### config.mk
export PLATFORM = sky130hd
export DESIGN_NAME = alu_sequencer_flat
export DESIGN_NICKNAME = d
export VERILOG_FILES = /design/src/rtl/alu_sequencer_if.sv /design/src/rtl/alu_sequencer.sv /design/src/flat_wrapper.sv
export SDC_FILE = /design/constraint.sdc
export NUM_CORES = 1
export LEC_CHECK = 0
export CORE_UTILIZATION = 60
export DETAILED_ROUTE_END_ITERATION = 10
export PLACE_DENSITY = 0.82
export REMOVE_ABC_BUFFERS = 1
export SLEW_MARGIN = 30
export SYNTH_ARGS = -nofsm -noshare
export SYNTH_HDL_FRONTEND = slang
export SYNTH_SLANG_ARGS = --single-unit
### constraint.sdc
create_clock -name clkout -period 10 [get_ports clkout]
set_clock_uncertainty 0.05 [all_clocks]
set_input_delay 2 -clock clkout [delete_from_list [all_inputs] [get_ports clkout]]
set_output_delay 2 -clock clkout [all_outputs]
set_load 0.02 [all_outputs]
### src/rtl/alu_sequencer_if.sv
// ALU-side bus of the sequencer: operands/opcode towards the ALU,
// result and flags back from it.
interface alu_sequencer_if #(
    parameter int unsigned data_size = 32
);
    logic [7:0]           alu_opcode;
    logic [data_size-1:0] alu_A;
    logic [data_size-1:0] alu_B;
    logic [data_size-1:0] alu_val;
    logic                 alu_cin;
    logic                 alu_fl;
    logic [data_size-1:0] alu_result;
    logic [4:0]           alu_flags;

    modport master (
        output alu_opcode, alu_A, alu_B, alu_val, alu_cin, alu_fl,
        input  alu_result, alu_flags
    );

    modport slave (
        input  alu_opcode, alu_A, alu_B, alu_val, alu_cin, alu_fl,
        output alu_result, alu_flags
    );
endinterface

### src/rtl/alu_sequencer.sv
// Fetch/decode/writeback controller for the opcode-based ALU.
// 16-word instruction memory, 4-entry register file (R0 = accumulator),
// four-cycle FETCH/DECODE/EXEC/WB instruction sequence.
module alu_sequencer #(
    parameter int unsigned data_size = 32,
    parameter int unsigned iptr_size = 4
) (
    input  logic                 clkout,
    input  logic                 rst_n,
    input  logic                 start,
    input  logic                 prog_we,
    input  logic [iptr_size-1:0] prog_addr,
    input  logic [31:0]          prog_data,
    alu_sequencer_if.master      alu,
    output logic                 busy,
    output logic                 halted,
    output logic                 err,
    output logic [iptr_size-1:0] pc_out,
    output logic [data_size-1:0] acc_out
);

    localparam logic [2:0] st_idle   = 3'd0;
    localparam logic [2:0] st_fetch  = 3'd1;
    localparam logic [2:0] st_decode = 3'd2;
    localparam logic [2:0] st_exec   = 3'd3;
    localparam logic [2:0] st_wb     = 3'd4;
    localparam logic [2:0] st_halt   = 3'd5;

    localparam logic [7:0] op_nop = 8'h00;
    localparam logic [7:0] op_jud = 8'h01;
    localparam logic [7:0] op_jcd = 8'h02;
    localparam logic [7:0] op_hlt = 8'hFF;
    localparam logic [7:0] op_ada = 8'd29;
    localparam logic [7:0] op_xni = 8'd44;

    localparam logic [iptr_size-1:0] pc_one = iptr_size'(1);

    logic [2:0]           state;
    logic [iptr_size-1:0] pc;
    logic [7:0]           ir_op;
    logic [1:0]           ir_rn;
    logic [15:0]          ir_imm;
    logic [data_size-1:0] regs [4];
    logic [4:0]           flags_q;
    logic [data_size-1:0] res_q;
    logic                 err_q;
    logic [7:0]           opcode_q;
    logic [data_size-1:0] a_q;
    logic [data_size-1:0] b_q;
    logic [data_size-1:0] val_q;

    logic [31:0]          imem [2**iptr_size];

    logic                 is_alu;
    logic                 is_illegal;
    logic [1:0]           dest;
    logic [data_size-1:0] imm_ext;
    logic [iptr_size-1:0] next_pc;

    // Decode of the held instruction register and next-pc selection
    always_comb begin
        is_alu     = (ir_op >= op_ada) && (ir_op <= op_xni);
        is_illegal = !is_alu && (ir_op != op_nop) && (ir_op != op_jud) &&
                     (ir_op != op_jcd) && (ir_op != op_hlt);
        // odd ALU codes are register forms and target the accumulator
        dest       = ir_op[0] ? 2'd0 : ir_rn;
        imm_ext    = {{(data_size-16){ir_imm[15]}}, ir_imm};
        next_pc    = pc + pc_one;
        if (ir_op == op_jud) begin
            next_pc = ir_imm[iptr_size-1:0];
        end else if (ir_op == op_jcd && flags_q[4]) begin
            next_pc = ir_imm[iptr_size-1:0];
        end else if (ir_op == op_hlt) begin
            next_pc = pc;
        end
    end

    // Instruction memory load port, blocked while a program is running
    always_ff @(posedge clkout) begin
        if (prog_we && !busy) begin
            imem[prog_addr] <= prog_data;
        end
    end

    // Sequencer FSM, register file, flags and ALU-side output registers
    always_ff @(posedge clkout or negedge rst_n) begin
        if (!rst_n) begin
            state    <= st_idle;
            pc       <= '0;
            ir_op    <= '0;
            ir_rn    <= '0;
            ir_imm   <= '0;
            flags_q  <= '0;
            res_q    <= '0;
            err_q    <= 1'b0;
            opcode_q <= '0;
            a_q      <= '0;
            b_q      <= '0;
            val_q    <= '0;
            for (int unsigned i = 0; i < 4; i++) begin
                regs[i] <= '0;
            end
        end else begin
            case (state)
                st_idle, st_halt: begin
                    if (start) begin
                        state <= st_fetch;
                        pc    <= '0;
                        err_q <= 1'b0;
                    end
                end
                st_fetch: begin
                    ir_op  <= imem[pc][31:24];
                    ir_rn  <= imem[pc][23:22];
                    ir_imm <= imem[pc][15:0];
                    state  <= st_decode;
                end
                st_decode: begin
                    opcode_q <= ir_op;
                    a_q      <= regs[0];
                    b_q      <= regs[ir_rn];
                    val_q    <= imm_ext;
                    state    <= st_exec;
                end
                st_exec: begin
                    res_q <= alu.alu_result;
                    if (is_alu) begin
                        flags_q <= alu.alu_flags;
                    end
                    opcode_q <= '0;
                    state    <= st_wb;
                end
                st_wb: begin
                    if (is_alu) begin
                        regs[dest] <= res_q;
                    end
                    if (is_illegal) begin
                        err_q <= 1'b1;
                    end
                    pc    <= next_pc;
                    state <= (ir_op == op_hlt) ? st_halt : st_fetch;
                end
                default: state <= st_idle;
            endcase
        end
    end

    assign alu.alu_opcode = opcode_q;
    assign alu.alu_A      = a_q;
    assign alu.alu_B      = b_q;
    assign alu.alu_val    = val_q;
    assign alu.alu_cin    = flags_q[3];
    assign alu.alu_fl     = flags_q[4];

    assign busy    = (state == st_fetch) || (state == st_decode) ||
                     (state == st_exec)  || (state == st_wb);
    assign halted  = (state == st_halt);
    assign err     = err_q;
    assign pc_out  = pc;
    assign acc_out = regs[0];

endmodule

### src/flat_wrapper.sv
// flat-port wrapper written by rule: the top's interface ports become plain ports
module alu_sequencer_flat 
#(
    parameter int unsigned data_size = 32,
    parameter int unsigned iptr_size = 4
)
  (clkout, rst_n, start, prog_we, prog_addr, prog_data, busy, halted, err, pc_out, acc_out, alu_alu_opcode, alu_alu_A, alu_alu_B, alu_alu_val, alu_alu_cin, alu_alu_fl, alu_alu_result, alu_alu_flags);
  alu_sequencer_if #(.data_size(data_size)) alu_i ();
  input  logic clkout;
  input  logic rst_n;
  input  logic start;
  input  logic prog_we;
  input  logic [iptr_size-1:0] prog_addr;
  input  logic [31:0] prog_data;
  output logic busy;
  output logic halted;
  output logic err;
  output logic [iptr_size-1:0] pc_out;
  output logic [data_size-1:0] acc_out;
  output wire logic [$bits(alu_i.alu_opcode)-1:0] alu_alu_opcode;
  output wire logic [$bits(alu_i.alu_A)-1:0] alu_alu_A;
  output wire logic [$bits(alu_i.alu_B)-1:0] alu_alu_B;
  output wire logic [$bits(alu_i.alu_val)-1:0] alu_alu_val;
  output wire logic [$bits(alu_i.alu_cin)-1:0] alu_alu_cin;
  output wire logic [$bits(alu_i.alu_fl)-1:0] alu_alu_fl;
  input wire logic [$bits(alu_i.alu_result)-1:0] alu_alu_result;
  input wire logic [$bits(alu_i.alu_flags)-1:0] alu_alu_flags;
  assign alu_alu_opcode = alu_i.alu_opcode;
  assign alu_alu_A = alu_i.alu_A;
  assign alu_alu_B = alu_i.alu_B;
  assign alu_alu_val = alu_i.alu_val;
  assign alu_alu_cin = alu_i.alu_cin;
  assign alu_alu_fl = alu_i.alu_fl;
  assign alu_i.alu_result = alu_alu_result;
  assign alu_i.alu_flags = alu_alu_flags;
  alu_sequencer #(.data_size(data_size), .iptr_size(iptr_size)) u_core (.clkout(clkout), .rst_n(rst_n), .start(start), .prog_we(prog_we), .prog_addr(prog_addr), .prog_data(prog_data), .alu(alu_i), .busy(busy), .halted(halted), .err(err), .pc_out(pc_out), .acc_out(acc_out));
endmodule
# After elaboration in Yosys (flattened, before gate mapping)
# Memories as Yosys holds them, arrays and structs flattened. A register that Yosys moved wholly into a read port is not among the register bits.
# Cells that the tools add are included.
# Widths: inputs -> output; s select.
[word_totals]
latchBits = 0
word_cells = 80
out_inout_bits = 145
n_memories = 1
rom_bits = 0
ff_bits = 261
ram_bits = 512
input_bits = 77
[op_classes]
shift = 0
reduce_logical = 23
n_eq_ne = 14
n_div = 0
n_bitwise = 2
multipliers = 0
addsub = 1
magnitude_cmp = 5
muxes = 21
[mem_list]
columns = ["name", "depth", "width", "rd", "rd_ports_with_merged_regs", "write_ports", "line_no", "rtl"]
rows = [
  ["u_core.imem", 16, 32, 1, 1, 1, "alu_sequencer.sv:52", "logic [31:0] imem [2**iptr_size];"],
]
[ops]
columns = ["operator", "count"]
rows = [
  ["$bwmux 128", 1],
  ["$mux 32", 3],
  ["$bmux 32 s2", 1],
  ["$demux 32 s2", 1],
  ["$mux 4", 4],
  ["$pmux 8 s2", 1],
  ["$pmux 3 s5", 1],
  ["$eq 8x1->1 const B", 1],
  ["$eq 8x2->1 const B", 1],
  ["$eq 8x8->1 const B", 1],
  ["$ge 8x5->1 const B", 1],
  ["$le 8x6->1 const B", 1],
  ["$logic_and 1x1->1", 8],
  ["$ne 8x1->1 const B", 1],
  ["$ne 8x2->1 const B", 1],
  ["$ne 8x8->1 const B", 1],
  ["$pmux 4 s2", 1],
  ["$reduce_bool 8->1", 1],
  ["$eq 3x2->1 const B", 2],
  ["$eq 3x3->1 const B", 2],
  ["$ge 3x3->1 const B", 2],
  ["$mux 3", 2],
  ["$not 2->3", 2],
  ["$reduce_and 3->1", 2],
  ["other kinds (15)", 24],
]

# Logic depth before layout (Yosys ltp)
[logic_depth]
ltp_word = 9
ltp_mapped = 8
mapped_depth_nobuf = 4

# Least setup slack after synthesis
# OpenSTA, ideal clock, no wires.
[synth_timing]
kind = "input -> register"
from = "input port prog_we"
to = "memory u_core.imem[8][0] (enable)"
required_ns = 9.508
setup_slack_ns = 5.095
t_arrival_ns = 4.413
setup_time_ns = 0.442
n_path_buf = 0
cell_stages = 3
cell_sequence = "o21ai_0 > or3b_2 > nor3_1"
[synth_between]
elab_chain_cells = 3
[synth_rtl]
columns = ["element", "line_no", "rtl"]
rows = [
  ["start, declared", "flat_wrapper.sv:12", "input logic prog_we;"],
  ["$logic_and 1x1->1", "alu_sequencer.sv:80", "if (prog_we && !busy) begin"],
  ["$mux 1", "alu_sequencer.sv:80", ""],
  ["$mux 1 (not written as such)", "alu_sequencer.sv:81", "imem[prog_addr] <= prog_data;"],
  ["end, declared", "alu_sequencer.sv:52", ""],
]
# No other way between the ends.

# Worst setup path after layout
[layout_timing]
from = "register u_core.state[0]"
to = "output port halted"
[layout_between]
elab_chain_cells = 1
[layout_rtl]
columns = ["element", "line_no", "rtl"]
rows = [
  ["start, declared", "alu_sequencer.sv:38", "logic [2:0] state;"],
  ["start signal, assigned", "alu_sequencer.sv:88", "state <= st_idle;"],
  ["start signal, assigned", "alu_sequencer.sv:107", "state <= st_fetch;"],
  ["start signal, assigned", "alu_sequencer.sv:116", "state <= st_decode;"],
  ["$eq 3x3->1", "alu_sequencer.sv:157", "assign halted = (state == st_halt);"],
  ["end, declared", "flat_wrapper.sv:16", "output logic halted;"],
]
# No other way between the ends.

==> impl_metrics.tcl <==
set metrics [dict create \
    synth.area.top_cells "edfxtp_1 (45%), dfrtp_1 (26%), mux4_2 (10%), mux2_2 (9.3%), mux2_4 (1.6%)" \
    dieWidth_um 217.3 \
    max_cap_viol_count 0 \
    design.core.area_um2 45580 \
    nNetsFinal 1753 \
    drive_above_1_share_pct 33.08 \
    hold_depth 1 \
    crit_arrival_ns 2.26 \
    fin_util_pct 71.99 \
    initial_core_util_pct 61.05 \
    stdcell_count 2333 \
    timing.critical_path.cells "clkinv_1 > nor2_1 > clkdlybuf4s50_1" \
    p_sw_mw 2.774 \
    grtUsageMet2_pct 46.02 \
    hold_ws_ns 0.4413 \
    synth_cells 1481 \
    peakVddDrop_mv 0.2453 \
    yosysWarnings 0 \
    cts_root_buf "clkbuf_16" \
    grt_pass1_vias 15580 \
    internal_power_mw 6.483 \
    placed_cell_area_um2 30360 \
    status "finished, final reports clean" \
    relSlewSlack_pct 34.37 \
    htreeDepth 3 \
    sw_frac_of_total_pct 29.97 \
    yosysTopAreaCellShare_pct 44.90 \
    postCtsHoldBufs 0 \
    met3_usage_pct 5.297 \
    wirelength_um 61930 \
    cts_tree "done" \
    dr.pass1.iters 5 \
    crit_buf_inv 2 \
    stdcell_area_um2 32810 \
    hold-path-endpoint "u_core.regs[32]$_DFFE_PN0P_" \
    reg2reg_depth 6 \
    die_height_um 217.3 \
    r2r-end "u_core.ir_imm[14]$_DFFE_PN0P_" \
    worst-path-max-fanout 10 \
    grt_pass1_wl_um 94020 \
    power_frac_seq_pct 43.2 \
    period_share_pct 43.14 \
    grt.busiest_layer "met2" \
    grt_remaining_overflow 0 \
    ys_types 46 \
    num_rows 78 \
    numCtsBuffers 71 \
    finalHoldViolations 0 \
    crit_family "buffers and inverters" \
    end_kind "primary output" \
    ant_nets 0 \
    fmax_mhz 231.8 \
    clk_pin_slew_worst_paths_ns 0.06 \
    hp-start "u_core.regs[32]$_DFFE_PN0P_" \
    slew_violations 0 \
    hp-class "reg -> reg" \
    rr_startpoint "u_core.pc_out[0]$_DFFE_PN0P_" \
    synth.cell_area_um2 27820 \
    grtUsageTotal_pct 27.00 \
    synth_edf_count 416 \
    multiInputGateArea_um2 7595 \
    io_pins 222 \
    rsz0062_at_grt "no" \
    ys.flop_type "edfxtp_1" \
    post_cts_buffers 0 \
    cts_sinks 700 \
    max_stage_delay_ns 0.62 \
    drtIter0Drc 1215 \
    antenna_found_initial 3 \
    drcViolationCount 0 \
    grt_start_max_net_pins 166 \
    gp_congestion 0.7751 \
    use_met1_pct 35.02 \
    tightestPinTransition_ns 0.9821 \
    p_comb_share_pct 28.0 \
    cp_slowest_cell "clkdlybuf4s50_1" \
    path_class "reg -> out" \
    startpoint_type "flop" \
    clock_latency_ns 0.60 \
    io_buffer_count 212 \
    synth.avg_cell_area_um2 18.79 \
    clk_path_buf_depth 3 \
    wl_per_cell_um 26.54 \
    setup_violations 0 \
    crit_required_ns 7.95 \
    regToRegSetupSlack_ns 6.60 \
    power_leakage_nw 12.18 \
    ys_ff_latch 700 \
    viasPerCell 6.234 \
    die_area_um2 47240 \
    ys_seq_area_share_pct 70.44 \
    regArea_um2 19610 \
    async_flop_share_pct 40.57 \
    fin_crit_ns 4.314 \
    power_density_nw_per_um2 282.1 \
    synth_top_area_cell "edfxtp_1" \
    dp_cells 2200 \
    area.growth.synth_to_final_pct 17.92 \
    ctsResizeCount 0 \
    dp_hpwl_um 33390 \
    tns_ns 0 \
    fillCellCount 2689 \
    routed-via-count 14540 \
    clkPwrFrac_pct 28.8 \
]
## worst max-delay path by stage
stage,to,depth (start not counted),from,slack [ns]
3_5_place_dp,u_core.imem[5][15]$_DFFE_PP_,5,prog_we,5.42
6_report,halted,3,u_core.state[0]$_DFFE_PN0P_,5.69
5_1_grt,halted,3,u_core.state[0]$_DFFE_PN0P_,5.54
3_3_place_gp,u_core.imem[15][23]$_DFFE_PP_,4,prog_addr[1],5.46
2_1_floorplan,pc_out[0],0,u_core.pc_out[0]$_DFFE_PN0P_,4.02
4_1_cts,halted,3,u_core.state[0]$_DFFE_PN0P_,5.65
## power groups by stage
stage | clock network, mW | registers, mW | logic, mW
finish | 2.67 | 4.00 | 2.60
global route | 2.83 | 4.06 | 2.76
CTS | 2.70 | 3.99 | 2.63
detailed placement | 0 | 4.04 | 2.59
global placement | 0 | 3.99 | 2.53
floorplan | 0 | 4.32 | 1.30
## routing by layer
| metal | part of all wire, % | vias to the layer above |
|---|---|---|
| met1 | 39 | 7659 |
| met3 | 6.4 | 128 |
| li1 | - | 6116 |
| met4 | 2.6 | 4 |
| met2 | 52 | 637 |
| met5 | 0.047 | - |
## cells in the mapped netlist, types with 9 or more instances
library cell	n
mux4_2	129
dfrtp_1	284
a22oi_1	27
mux2_2	230
buf_2	23
nand3_1	9
edfxtp_1	416
clkbuf_1	45
buf_4	48
mux2i_1	18
nand2_1	33
nor2_1	53
mux2_4	30
o21ai_0	61
## registers in the layout (all words and copies together), names as in the netlist, 3 cells and up
register and flops:
u_core.ir_imm 16, u_core.imem 416, u_core.res_q 32, u_core.state 3, u_core.regs 96, u_core.pc_out 4
u_core.alu.alu_opcode 8, u_core.alu.alu_A 32, u_core.alu.alu_B 32, u_core.acc_out 32, u_core.alu.alu_val 16, u_core.ir_op 8
## layout make-up
cell class | count | area share (%)
multi-input cells | 650 | 23.15
inverters | 3 | 0.03432
clock buffers | 96 | 6.307
repair buffers | 249 | 7.501
flip-flops and latches | 700 | 59.77
clock inverters | 34 | 0.9495
diodes | 1 | 0.007627
well taps | 600 | 2.288
## stage by stage
stage	setup slack, ns	power, mW
3_5_place_dp	5.418	6.630
2_1_floorplan	4.021	5.618
4_1_cts	5.645	9.322
5_1_grt	5.543	9.651
3_3_place_gp	5.457	6.519
6_report	5.686	9.258
## placed cells by master, fill, tap and decap left out, types with 4 or more instances in the layout
master / n
nor2b_1: 6
o21ai_0: 61
clkinv_1: 9
mux2i_1: 17
mux2_1: 7
bufinv_16: 5
dfrtp_1: 279
nand2_1: 33
clkdlybuf4s50_1: 211
mux2_4: 30
a22oi_1: 27
nor2_1: 39
mux2_2: 230
edfxtp_1: 416
clkbuf_8: 11
nand3_1: 9
mux4_2: 129
clkbuf_1: 9
nand2b_1: 4
clkbuf_16: 75
buf_4: 33
clkinv_2: 15
nor2_2: 11
nor3_2: 4
## kinds of logic after synthesis
group / share of synthesized area [%]
xor gates and xnor gates: 0.03148
adders and majority gates: 0.04496
and+or+nand+nor: 2.338
DFF: 70.44
AOI/OAI and AO/OA: 2.221
buffers and inverters: 2.626
muxes: 22.30
(Power assumes the default switching activity.)
==> variant (same flow settings) <==
`data_size` is set to 32 in 3 places; all go to 64.
--- a/src/rtl/alu_sequencer_if.sv
+++ b/src/rtl/alu_sequencer_if.sv
@@ -2,5 +2,5 @@
 // result and flags back from it.
 interface alu_sequencer_if #(
-    parameter int unsigned data_size = 32
+    parameter int unsigned data_size = 64
 );
     logic [7:0]           alu_opcode;
--- a/src/rtl/alu_sequencer.sv
+++ b/src/rtl/alu_sequencer.sv
@@ -3,5 +3,5 @@
 // four-cycle FETCH/DECODE/EXEC/WB instruction sequence.
 module alu_sequencer #(
-    parameter int unsigned data_size = 32,
+    parameter int unsigned data_size = 64,
     parameter int unsigned iptr_size = 4
 ) (
--- a/src/flat_wrapper.sv
+++ b/src/flat_wrapper.sv
@@ -2,5 +2,5 @@
 module alu_sequencer_flat 
 #(
-    parameter int unsigned data_size = 32,
+    parameter int unsigned data_size = 64,
     parameter int unsigned iptr_size = 4
 )
Ports: changed (5 resized); port bits go from 222 to 382. The function was not compared with the original's and may differ.
==> variant against the unedited design <==
- utilization up 0.46 points
- design area up 34%
- wire length up 33%
- maximum frequency down 5.6%
- sequential cell count up 224
- global-route usage down 0.16 points
- setup slack worse by 260 ps
- register-to-register slack worse by 490 ps
- synthesized area up 34%
- count of clock-buffer cells in the layout up 28
- power up 43%
- clock power up 29%
- largest cell class unchanged
- largest power group unchanged
- highest routed layer unchanged
==> variant: results (changes against the unedited design) <==
Synth
  – Post-synth top cells: 508 x dfrtp_1, 416 x edfxtp_1, 393 x mux2_2
  – Number of synthesized flops with an enable pin: 416 (unchanged)
  – Post-synthesis adder-cell area fraction: 0.0336% (-0.011 points)
  – Seq/Total Area, Yosys: 67.7% (-2.7 points)
  – Yosys cell types: 49 (+6.5%)
  – Multiplexer share of the synthesized area: 25.6% (+3.3 points)
  – Top post-synthesis cells by area: dfrtp_1 34%, edfxtp_1 34%, mux2_2 12%
  – Ys Warns: 0 (unchanged)
  – Compound-Gate Fraction of Synth Area: 1.53% (-0.69 points)
  – Post-Synth XOR/XNOR Area: 0.0235% (-0.0079 points)
  – FFs w/ async S/R, synth: 55.0% (+14 points)
  – Avg Inst Size Synth: 18.5 sq um (-1.4%)

Placement
  – Cell Count Post-Placement: 2976 (+35%)
  – Post-DP HPWL: 46.5 mm (+39%)
  – PortBufs: 372 (+75%)
  – Dpl ws: 5420 ps (+3.12 ps)
  – RePlAce Congestion: 0.796 (+2.7%)
  – Placed cell area: 40900 sq um (+35%)

Cells and area
  – Multi-input logic area: 10700 sq um (+41%)
  – Largest regs: u_core.imem (416), u_core.regs (192)
  – Post-route insts no fill: 3147 (+35%)
  – Layout cell share with drive strength beyond 1: 32.8% (-0.30 points)
  – Fillers: 3556 (+32%)
  – Final nets: 2398 (+37%)
  – Max FFs per register: 416 (unchanged)

Clock network
  – Root buffer cell: clkbuf_16
  – H-tree depth: 3 (unchanged)
  – Post-CTS Setup Inserts: 0 (unchanged)
  – Total CTS buffers: 89 (+25%)
  – Clock Latency Late Sink: 630 ps (+30 ps)
  – Clk buf depth: 3 (unchanged)
  – Post-CTS resize count: 0 (unchanged)
  – CTS clk-pin slew, worst paths: 60 ps (about the same)

Hold path
  – Hold path start: u_core.ir_imm[8]
  – Hold Path Stages: 1 (unchanged)
  – Hold endpoint: u_core.ir_imm[8]
  – Worst Hold Class: register to register

GRT
  – Number of global-route vias before repair: 20588 (+32%)
  – Antenna violations before repair: 12 (+9)
  – Overall routing resource usage: 26.8% (-0.16 points)
  – Pin count of the biggest net entering global routing: 171 (+3.0%)
  – First-pass GRT wire length: 127 mm (+35%)

Outcome
  – Outcome: finished, final reports clean

Route
  – Routed WL: 82.6 mm (+33%)
  – Pre-antenna DRT Iters: 6 (+1)
  – Via count: 19337 (+33%)
  – DRT iter0 DRCs: 1506 (+24%)

Timing
  – Hold WS: 428 ps (-13.1 ps)
  – Worst slew pin tran: 976 ps (-5.82 ps)
  – Period Utilization, post-route: 45.7% (+2.6 points)

Setup path
  – R2r endpoint: u_core.regs[191]
  – WP data arrival: 2520 ps (+260 ps)
  – R2R setup slack: 6110 ps (-490 ps)
  – Worst r2r src: u_core.ir_op[0]
  – CP max FO: 20 (+10)
  – Crit path from: u_core.state[0]
  – Reg2Reg Depth: 5 (-1)
  – CP endpoint: busy

Pwr
  – Leak Pwr: 18.0 nW (+47%)
  – Maximum vdd drop: 0.194 mV (-21%)
## variant: worst max-delay path: stages (launching register included)
cell,delay [ps]
dfrtp_1,690
nor2_1,150
xor2_1,420
inv_1,80
clkdlybuf4s50_1,550
## variant: per-layer routing
metal  global-route usage, %  vias to the layer above  routed length (um)  share of wire (%)
met4                    9.25                       10                2480                3.0
li1                        -                     8183                   -                  -
met5                       0                        -                  57              0.069
met3                    5.39                      174                5320                6.4
met1                    34.7                    10259               31800                 39
met2                    45.7                      711               42900                 52
## variant: final cells by class
class / instances / share of cell area [%]
Inverter: 5 / 0.0426
Clock inverter: 40 / 1.02
Timing Repair Buffer: 408 / 9.25
Sequential cell: 924 / 57.2
Antenna cell: 4 / 0.0227
Tap cell: 782 / 2.22
Multi-Input combinational cell: 860 / 24.3
Clock buffer: 124 / 5.86
## variant: power breakdown
group / switching (mW) / internal (mW)
Sequential: 0.773 / 4.84
Clock: 1.41 / 2.04
Combinational: 1.93 / 2.22
Total: 4.11 / 9.11
